## src/rtl/load_store_unit.sv

```systemverilog
// load_store_unit: RV64 load/store initiator for an 8-byte-aligned data memory.
// Sub-doubleword stores are read-modify-write. Loads are extracted from the
// doubleword and then sign- or zero-extended. Misaligned, out-of-range or
// illegal requests fault without touching memory.
// Optional feature macro: LSU_SD_BYPASS_EN. When it is defined, an aligned SD
// skips the read and writes req_wdata directly.
module load_store_unit #(
  parameter int MEM_ADDR_BITS = 10
) (
  input  logic        clk,
  input  logic        rstn,
  input  logic        req_valid,
  output logic        req_ready,
  input  logic        req_write,
  input  logic [2:0]  req_funct3,
  input  logic [63:0] req_addr,
  input  logic [63:0] req_wdata,
  output logic        resp_valid,
  output logic [63:0] resp_rdata,
  output logic        resp_fault,
  output logic [63:0] mem_address,
  output logic [63:0] mem_write_data,
  output logic        mem_write_en,
  output logic        mem_read_en,
  input  logic [63:0] mem_read_data
);

  typedef enum logic [1:0] {IDLE, READ, WRITE, RESP} state_t;

  state_t      state_reg, state_next;
  logic [2:0]  off_reg;
  logic [2:0]  funct3_reg;
  logic        write_reg;
  logic [63:0] wdata_reg;
  logic [63:0] resp_rdata_reg;
  logic        resp_fault_reg;
  logic [63:0] mem_address_reg;
  logic [63:0] mem_write_data_reg;

  logic        accept;
  logic [2:0]  align_mask;
  logic        req_fault;
  logic        req_sd_bypass;
  logic [7:0]  size_lanes;
  logic [7:0]  lane_mask;
  logic [63:0] wdata_shift;
  logic [63:0] merged_word;
  logic [63:0] rd_shift;
  logic [63:0] load_ext;
  logic        sign_ext;

  assign accept = req_valid && (state_reg == IDLE);

  // Decode alignment, range and legality of the incoming request
  always_comb begin
    align_mask = 3'b000;
    case (req_funct3[1:0])
      2'b00:   align_mask = 3'b000;
      2'b01:   align_mask = 3'b001;
      2'b10:   align_mask = 3'b011;
      default: align_mask = 3'b111;
    endcase
    req_fault = (|(req_addr[2:0] & align_mask))
             || (|req_addr[63:MEM_ADDR_BITS])
             || (req_funct3 == 3'b111)
             || (req_write && req_funct3[2]);
  end

`ifdef LSU_SD_BYPASS_EN
  // A full doubleword store has no untouched lanes, so it needs no old word
  assign req_sd_bypass = req_write && (req_funct3 == 3'b011);
`else
  assign req_sd_bypass = 1'b0;
`endif

  // Store lane selection and load extraction from the captured request
  always_comb begin
    size_lanes = 8'h01;
    case (funct3_reg[1:0])
      2'b00:   size_lanes = 8'h01;
      2'b01:   size_lanes = 8'h03;
      2'b10:   size_lanes = 8'h0F;
      default: size_lanes = 8'hFF;
    endcase
    lane_mask   = size_lanes << off_reg;
    wdata_shift = wdata_reg << {off_reg, 3'b000};
    rd_shift    = mem_read_data >> {off_reg, 3'b000};
    sign_ext    = ~funct3_reg[2];
    load_ext    = rd_shift;
    case (funct3_reg[1:0])
      2'b00:   load_ext = {{56{sign_ext & rd_shift[7]}},  rd_shift[7:0]};
      2'b01:   load_ext = {{48{sign_ext & rd_shift[15]}}, rd_shift[15:0]};
      2'b10:   load_ext = {{32{sign_ext & rd_shift[31]}}, rd_shift[31:0]};
      default: load_ext = rd_shift;
    endcase
  end

  // Per byte lane: new store byte where selected, old memory byte elsewhere
  generate
    for (genvar gi = 0; gi < 8; gi++) begin : g_lane
      assign merged_word[8*gi +: 8] = lane_mask[gi] ? wdata_shift[8*gi +: 8]
                                                    : mem_read_data[8*gi +: 8];
    end
  endgenerate

  // State register
  always_ff @(posedge clk or negedge rstn) begin
    if (!rstn) state_reg <= IDLE;
    else       state_reg <= state_next;
  end

  // Next-state logic
  always_comb begin
    state_next = state_reg;
    case (state_reg)
      IDLE: begin
        if (accept) begin
          if (req_fault)          state_next = RESP;
          else if (req_sd_bypass) state_next = WRITE;
          else                    state_next = READ;
        end
      end
      READ:    state_next = write_reg ? WRITE : RESP;
      WRITE:   state_next = RESP;
      default: state_next = IDLE;
    endcase
  end

  // Request capture, merge/extract registers and response data
  always_ff @(posedge clk or negedge rstn) begin
    if (!rstn) begin
      off_reg            <= 3'b000;
      funct3_reg         <= 3'b000;
      write_reg          <= 1'b0;
      wdata_reg          <= 64'd0;
      resp_rdata_reg     <= 64'd0;
      resp_fault_reg     <= 1'b0;
      mem_address_reg    <= 64'd0;
      mem_write_data_reg <= 64'd0;
    end else begin
      case (state_reg)
        IDLE: begin
          if (accept) begin
            off_reg         <= req_addr[2:0];
            funct3_reg      <= req_funct3;
            write_reg       <= req_write;
            wdata_reg       <= req_wdata;
            mem_address_reg <= {req_addr[63:3], 3'b000};
            if (req_fault) begin
              resp_rdata_reg <= 64'd0;
              resp_fault_reg <= 1'b1;
            end else if (req_sd_bypass) begin
              mem_write_data_reg <= req_wdata;
            end
          end
        end
        READ: begin
          if (write_reg) begin
            mem_write_data_reg <= merged_word;
          end else begin
            resp_rdata_reg <= load_ext;
            resp_fault_reg <= 1'b0;
          end
        end
        WRITE: begin
          resp_rdata_reg <= 64'd0;
          resp_fault_reg <= 1'b0;
        end
        default: ;
      endcase
    end
  end

  // Outputs decoded from state and registers
  always_comb begin
    req_ready      = (state_reg == IDLE);
    mem_read_en    = (state_reg == READ);
    mem_write_en   = (state_reg == WRITE);
    resp_valid     = (state_reg == RESP);
    resp_rdata     = resp_rdata_reg;
    resp_fault     = resp_fault_reg;
    mem_address    = mem_address_reg;
    mem_write_data = mem_write_data_reg;
  end

endmodule

```

## config.mk

```make
export PLATFORM = sky130hd
export DESIGN_NAME = load_store_unit
export DESIGN_NICKNAME = d
export VERILOG_FILES = /design/src/rtl/load_store_unit.sv
export SDC_FILE = /design/constraint.sdc
export NUM_CORES = 1
export LEC_CHECK = 0
export CORE_MARGIN = 4
export CORE_UTILIZATION = 30
export DETAILED_ROUTE_END_ITERATION = 8
export GPL_ROUTABILITY_DRIVEN = 0
export SLEW_MARGIN = 0
export SYNTH_ARGS = -nofsm -noshare
export SYNTH_HDL_FRONTEND = slang
export SYNTH_SLANG_ARGS = --single-unit
```

## constraint.sdc

```tcl
create_clock -name clk -period 4.1 [get_ports clk]
set_input_delay 1.23 -clock clk [delete_from_list [all_inputs] [get_ports clk]]
set_output_delay 1.23 -clock clk [all_outputs]
set_load 0.005 [all_outputs]
```

### After elaboration in Yosys (flattened, before gate mapping)

Index checks and enable logic that the tools add are counted.

| word-level totals | value |
|---|---|
| logic and storage cells | 65 |
| RAM bits | 0 |
| bits in registers | 263 |
| memory bits (read-only) | 0 |
| latch bits | 0 |
| memories kept | 0 |
| output and inout port bits | 197 |

| cells by class | value |
|---|---|
| equal/unequal tests | 11 |
| multipliers | 0 |
| bitwise operators | 5 |
| shifts and indexed selects | 3 |
| $add $sub $neg | 0 |
| reduce and logical (&&, ||, !) cells | 14 |
| div/mod/pow operators | 0 |
| multiplexer cells | 23 |
| $lt $le $gt $ge | 0 |

Operators by type and width:

| kind | count |
|---|---|
| one-hot mux 64 bit (3 select lines) | 2 |
| 2-to-1 mux 64 bit | 3 |
| 2-to-1 mux 8 bit | 8 |
| << shifter 64 x 6 -> 64 bit | 1 |
| >> shifter 64 x 6 -> 64 bit | 1 |
| OR reduction 54 bit | 1 |
| one-hot mux 8 bit (3 select lines) | 1 |
| one-hot mux 3 bit (3 select lines) | 1 |
| equality test 2 bit, second input constant | 4 |
| << shifter 8 x 3 -> 8 bit | 1 |
| equality test 2 x 1 -> 1 bit, second input constant | 3 |
| zero test 2 bit | 3 |
| one-hot mux 2 bit (3 select lines) | 1 |
| 2-to-1 mux 1 bit | 4 |
| 2-to-1 mux 2 bit | 2 |
| != test 2 x 1 -> 1 bit, second input constant | 2 |
| AND reduction 2 bit | 2 |
| AND reduction 4 bit | 1 |
| bitwise AND 1 bit | 3 |
| bitwise AND 3 bit | 1 |
| equality test 3 bit, second input constant | 1 |
| logical OR 1 bit | 3 |
| one-hot mux 1 bit (3 select lines) | 1 |
| nonzero test 3 bit | 1 |
| 4 further kinds | 5 |

### Longest topological paths before layout

| depth | value |
|---|---|
| depth in word-level cells | 10 |
| depth in mapped cells | 11 |
| gate-level depth less buffers | 6 |

### Worst setup path after synthesis

Ideal clock, no wire load.

| timing | value |
|---|---|
| kind | input -> register |
| from | input port req_addr[25] |
| to | register resp_rdata_reg[0] (netlist: resp_rdata[0]) |
| library setup time | 125 ps |
| path buffers | 1 |
| data arrival time | 2925 ps |
| data required time | 3975 ps |
| stages on the path | 7 |
| path slack | 1050 ps |
| path through | or4_1 nor2_1 nand3_2 nor4_4 or4b_4 buf_12 mux2_2 |

| between the ends | value |
|---|---|
| word-level cells in the longest chain between the ends | 6 |

Ends and longest elaborated chain:

| what | line | text |
|---|---|---|
| start, declared | 16 | `input logic [63:0] req_addr,` |
| OR reduction 54 bit | 64 | `\|\| (\|req_addr[63:MEM_ADDR_BITS])` |
| logical OR 1 bit | 64 |  |
| logical OR 1 bit | 65 | `\|\| (req_funct3 == 3'b111)` |
| logical OR 1 bit | 66 | `\|\| (req_write && req_funct3[2]);` |
| != test 2 x 1 -> 1 bit (no line) | -- |  |
| AND reduction 4 bit (no line) | -- |  |
| end signal, assigned | 161 | `resp_rdata_reg <= load_ext;` |
| end, declared | 35 | `logic [63:0] resp_rdata_reg;` |

No other way between the ends.
A chain may end at the register's enable or synchronous reset.

### Worst setup path in the final report

| timing | value |
|---|---|
| from | input port req_addr[27] |
| to | register resp_fault_reg (netlist: resp_fault) |

| between the ends | value |
|---|---|
| word-level cells in the longest chain between the ends | 6 |

Ends and longest elaborated chain:

| what | line | text |
|---|---|---|
| OR reduction 54 bit | 64 |  |
| logical OR 1 bit | 64 |  |
| logical OR 1 bit | 65 |  |
| logical OR 1 bit | 66 |  |
| != test 2 x 1 -> 1 bit (no line) | -- |  |
| AND reduction 4 bit (no line) | -- |  |
| end signal, assigned | 137 | `resp_fault_reg <= 1'b0;` |
| end signal, assigned | 151 | `resp_fault_reg <= 1'b1;` |
| end signal, assigned | 162 | `resp_fault_reg <= 1'b0;` |
| end, declared | 36 | `logic resp_fault_reg;` |

No other way between the ends.

==> results.yml <==
clock_tree:
  cts_tree: "done"
  cts_num_sinks: 263
  cts_buffer_depth: 3
  cts_buffers: 35
  postCtsHoldBufs: 0
  worstSkewPairLatency_ps: 550
  clock-root-buffer: "clkbuf_16"
  post_cts_buffers: 0
  cts_resized: 0
  clk_pin_slew_ps: 60
  cts_max_level: 2
timing:
  rsz0062_at_grt: "false"
  fin_crit_ps: 3330
  fmax_mhz: 300
  period_share_pct: 81.3
  finalSetupViolations: 0
  finalHoldViolations: 0
  drv_slew: 0
  worst_slack_ps: 767
  skew_ps: 22.7
  max_slew.worst_pin.slew_ps: 1010
  finalSetupTns_ps: 0
  slew-limit-headroom_pct: 32.6
critical_path:
  critical_path_arrival_ps: 3800
  endpoint: "resp_fault$_DFFE_PN0P_"
  crit_start: "req_addr[27]"
  crit_chain: "clkdlybuf4s50_1 > or4_1 > nor2_1 > nand3_2 > nor4_4 > or4b_4 > buf_4 > mux2i_1"
  start_kind: "input pin"
  reg2reg_to: "resp_rdata[23]$_DFFE_PN0P_"
  crit_path_end_kind: "flip-flop"
  cpPeakStageDelay_ps: 570
  r2r_start: "off_reg[2]$_DFFE_PN0P_"
  crit_slowest_cell: "or4_1"
  reg2reg_depth: 8
  path_max_fanout: 21
  reg2reg_slack_ps: 1210
  cp.required_ps: 4560
  crit_type: "input pin to flip-flop"
synth:
  synth_common_cells: "dfrtp_1, mux2_2, o21ai_0"
  syn_area_per_cell_sq_um: 10.7
  yosysSeqAreaShare_pct: 46.8
  synth.largest_area_cell: "dfrtp_1"
  synth.area.top_cells: "dfrtp_1, mux2_2, mux2i_1"
  synth-main-ff-cell: "dfrtp_1"
  yosys_warnings: 0
  synth_top_area_share_pct: 46.8
  syn_area_sq_um: 14100
  async_flop_share_pct: 100
  synth_cell_type_count: 63
  synth-seq-cells: 263
  synth.most_common_cell: "dfrtp_1"
  synth_edf_count: 0
  syn_inst: 1314
drt:
  wirelength_um: 58000
  drt_iter0_markers: 1064
  via_per_inst: 5.36
  postRouteAntennaNets: 0
  routedWlPerCell_um: 25.1
  dr.pass1.iters: 5
  vias: 12396
  drcViolationCount: 0
floorplanning:
  die_area_sq_um: 50400
  die_h_um: 225
  start_util_pct: 30.3
  rows: 79
  die_w_um: 225
  io_pins: 396
  core-area_sq_um: 46500
layout:
  multi_input_area_sq_um: 6940
  nets: 1876
  num-fill-cells: 4520
  syn_to_final_growth_pct: 40.8
  drive_above_1_share_pct: 17.1
  seqCellArea_sq_um: 6590
grt:
  met2_usage_pct: 34.0
  grt_overflow_total: 0
  grt_pass1_vias: 12471
  busiest_layer: "met2"
  grtUsageMet3_pct: 8.76
  grt.met1_usage_pct: 29.4
  antenna_found_initial: 23
  grt_max_degree: 114
  grt_use_total_pct: 22.3
  grt_pass1_wl_um: 84300
hold_path:
  hp-class: "flip-flop to flip-flop"
run_status:
  outcome: "finished clean"
pwr:
  leakage_nw: 8.27
  irDropWorstVdd_mv: 0.473
  power.density_nw_per_um2: 867
placed_design:
  io_buffers: 392
  dp_hpwl_um: 45300
  pre_cts_ws_ps: 215
flow_run:
  maxCapViolCount: 0
==> area by class of cell <==
type | instances | area share (%)
diodes | 8 | 0.101
clock buffers | 48 | 5.14
clock inverters | 13 | 1.01
inverters | 9 | 0.171
multi-input cells | 934 | 35.0
flip-flops and latches | 263 | 33.3
well taps | 607 | 3.83
repair buffers | 430 | 21.5
==> worst min path at each step <==
stage,startpoint,to,slack [ps],cells past startpoint
5_1_grt,mem_write_data[57]$_DFFE_PN0P_,mem_write_data[57]$_DFFE_PN0P_,490,2
6_report,mem_write_data[60]$_DFFE_PN0P_,mem_write_data[60]$_DFFE_PN0P_,480,2
4_1_cts,mem_write_data[62]$_DFFE_PN0P_,mem_write_data[62]$_DFFE_PN0P_,480,2
3_3_place_gp,mem_write_data[49]$_DFFE_PN0P_,mem_write_data[49]$_DFFE_PN0P_,460,2
2_1_floorplan,mem_write_data[32]$_DFFE_PN0P_,mem_write_data[32]$_DFFE_PN0P_,460,2
3_5_place_dp,mem_write_data[62]$_DFFE_PN0P_,mem_write_data[62]$_DFFE_PN0P_,470,2
==> layout by cell type, fill, tap and decap left out, types with 3 or more instances in the layout <==
master,count
nand3_1,5
buf_12,3
a21o_1,3
conb_1,3
o2bb2ai_1,32
a22o_1,32
a22oi_1,11
a221oi_1,8
o22ai_1,9
mux4_2,7
inv_1,7
diode_2,8
clkbuf_1,6
o211ai_1,15
buf_4,35
dfrtp_1,260
a21oi_1,80
o21a_1,3
o221ai_1,8
nand2b_1,3
ha_1,4
clkinv_2,5
clkbuf_8,5
clkbuf_16,37
nor4_1,11
nor2_1,44
mux2_2,172
nor2b_1,4
a31oi_1,4
nand2_1,141
mux2i_1,137
bufinv_16,5
clkdlybuf4s50_1,391
o21ai_0,159
==> critical path: cells and delay by family <==
family / cells / cell delay (ps)
buffers and inverters: 2 / 700
AND/OR/NAND/NOR: 5 / 1660
multiplexers: 1 / 200
==> logic make-up (layout without fill, tap and decap cells) <==
group	after synthesis	in the layout	share of synthesized area [%]
AOI/OAI and AO/OA	377	377	16.6
adders and majority gates	4	4	0.356
buffers and inverters	119	500	4.20
DFF	263	263	46.8
muxes	316	316	24.6
other	1	11	0.0267
and+or+nand+nor	234	234	7.42
==> per-stage QoR <==
stage	utilization, %	area [sq um]	cells	hold WS (ps)	power (mW)
finish	42.6	19800	2312	479	17.2
global route	42.6	19800	2305	492	18.2
CTS	42.6	19800	2304	482	17.2
detailed placement	40.0	18600	2243	470	13.8
global placement	40.0	18600	2243	463	13.7
floorplan	-	14100	1316	463	9.72
==> layer usage <==
metal | part of all wire [%] | vias up
li1 | - | 5569
met2 | 44 | 600
met4 | 3.6 | 32
met1 | 42 | 6045
met3 | 11 | 150
met5 | 0.34 | -
==> where the power goes <==
| part | internal, mW | switching [mW] |
|---|---|---|
| Clock | 2.05 | 1.19 |
| Combinational | 4.28 | 4.65 |
| Sequential | 3.82 | 1.20 |
(Power assumes the default switching activity.)
==> RTL change, RTL diff (same settings) <==
The parameter `MEM_ADDR_BITS` goes from 10 to 11.
--- a/src/rtl/load_store_unit.sv
+++ b/src/rtl/load_store_unit.sv
@@ -6,5 +6,5 @@
 // skips the read and writes req_wdata directly.
 module load_store_unit #(
-  parameter int MEM_ADDR_BITS = 10
+  parameter int MEM_ADDR_BITS = 11
 ) (
   input  logic        clk,
Check against the original RTL: not equivalent (Yosys sat finds a counterexample within 4 cycles, from zero or initial values and one cycle with rstn low).
==> RTL change against the unedited design <==
- count of clock-buffer cells in the layout down 6
- wire length down 3.2%
- cell count down 1.1%
- sequential share of layout area up 0.44 points
- sequential cell count unchanged
- area after synthesis down 1.3%
- critical path depth down 2
- sequential power up 3%
- clock skew down 8.9 ps
- power down 0.63%
- final area down 1.3%
- setup slack worse by 160 ps
- first-iteration DRC count up 9.7%
- largest power group unchanged
- highest routed layer unchanged
==> RTL change: results (changes against the unedited design) <==
metric;value;unit;change
status;finished clean;;
worstSetupStartpoint;mem_read_data[15];;
seq_area_frac_synth;47.4;%;+0.60 points
worst_pin_slew;982;ps;-29.7 ps
power_clock;2.83;mW;-12%
drtIter0Drc;1167;;+9.7%
regToRegSetupSlack;1060;ps;-150 ps
p_leak;8.00;nW;-3.3%
grt_max_degree;88;;-23%
nNetsFinal;1863;;-0.69%
critical-path-top-delay-family;compound AO/OA/AOI/OAI gates;;
slowest_stage;a31oi_4;;
switching_share;41.2;%;+0.22 points
p_sw;7.03;mW;about the same
cts.htree.levels;1;;-1
cp_max_fo;32;;+52%
clk_latency;580;ps;+30 ps
antenna_found_initial;14;;-39%
synth.area.top_cells;dfrtp_1 (47%), mux2_2 (14%), mux2i_1 (8.4%);;
whs;477;ps;-2.27 ps
seq_cell_power;5.15;mW;+3%
reg2regPathDepth;7;;-1
crit_end;resp_rdata[62];;
worstHoldStart;mem_write_data[52];;
cts_buffers;30;;-14%
r2r_start;off_reg[0];;
grt_pass1_wl;81900;um;-2.9%
dp_hpwl;44000;um;-2.7%
max_stage_delay;770;ps;+200 ps
wl;56200;um;-3.2%
ir_drop;0.000446;V;-5.7%
vias;12100;;-2.4%
cts-resized-gates;0;;unchanged
reg2reg_to;mem_write_data[55];;
synth_cell_type_count;46;;-27%
hold-path-endpoint;mem_write_data[52];;
groute.usage.overall;21.5;%;-0.78 points
[RTL change: cell count changes after synthesis, moves of 9 or more]
cell,delta
clkbuf_1,+21
buf_2,-11
a22oi_1,-9
nor2b_1,+14
and2_1,+9
a21oi_1,-26
a22o_1,+9
mux2i_1,-21
o21a_1,+14
nand2_1,+12
[RTL change: worst reg2reg max path: stages (launching register included)]
cell	delay, ps
dfrtp_4	870
nor2b_1	840
buf_4	310
o2bb2ai_1	160
nand2_1	80
o211ai_1	150
o21ai_0	290
o21ai_0	250
[RTL change: metal layers]
metal | track usage (%) | vias up | wire length (um)
met5 | 0 | - | 103
met4 | 7.24 | 16 | 2040
met3 | 7.11 | 111 | 5660
met2 | 33.3 | 547 | 25200
met1 | 28.5 | 5938 | 23200
li1 | - | 5488 | -
[RTL change: kinds of logic (layout without fill, tap and decap cells)]
family	Yosys count	in the layout	synth area share, %
other	1	9	0.0270
buffers and inverters	114	488	3.69
and+or+nand+nor	264	264	8.21
DFF	263	263	47.4
adders and majority gates	4	4	0.360
muxes	292	292	23.4
AOI/OAI and AO/OA	367	367	17.0
[RTL change: final cells by class]
type / count / area [um^2]
clock inverter: 11 / 151
multi-input combinational: 930 / 6830
clock buffer: 42 / 896
inverter: 7 / 26.3
antenna: 6 / 15.0
tap: 600 / 751
timing repair buffer: 428 / 4290
sequential: 263 / 6590
fill: 4333 / 26000
[RTL change: through the flow]
stage,setup slack (ps),std cells,cell area [um^2]
global placement,60.6,2228,18500
floorplan,1120,1307,13900
global route,486,2282,19500
CTS,631,2281,19500
detailed placement,25.0,2228,18500
finish,609,2287,19600
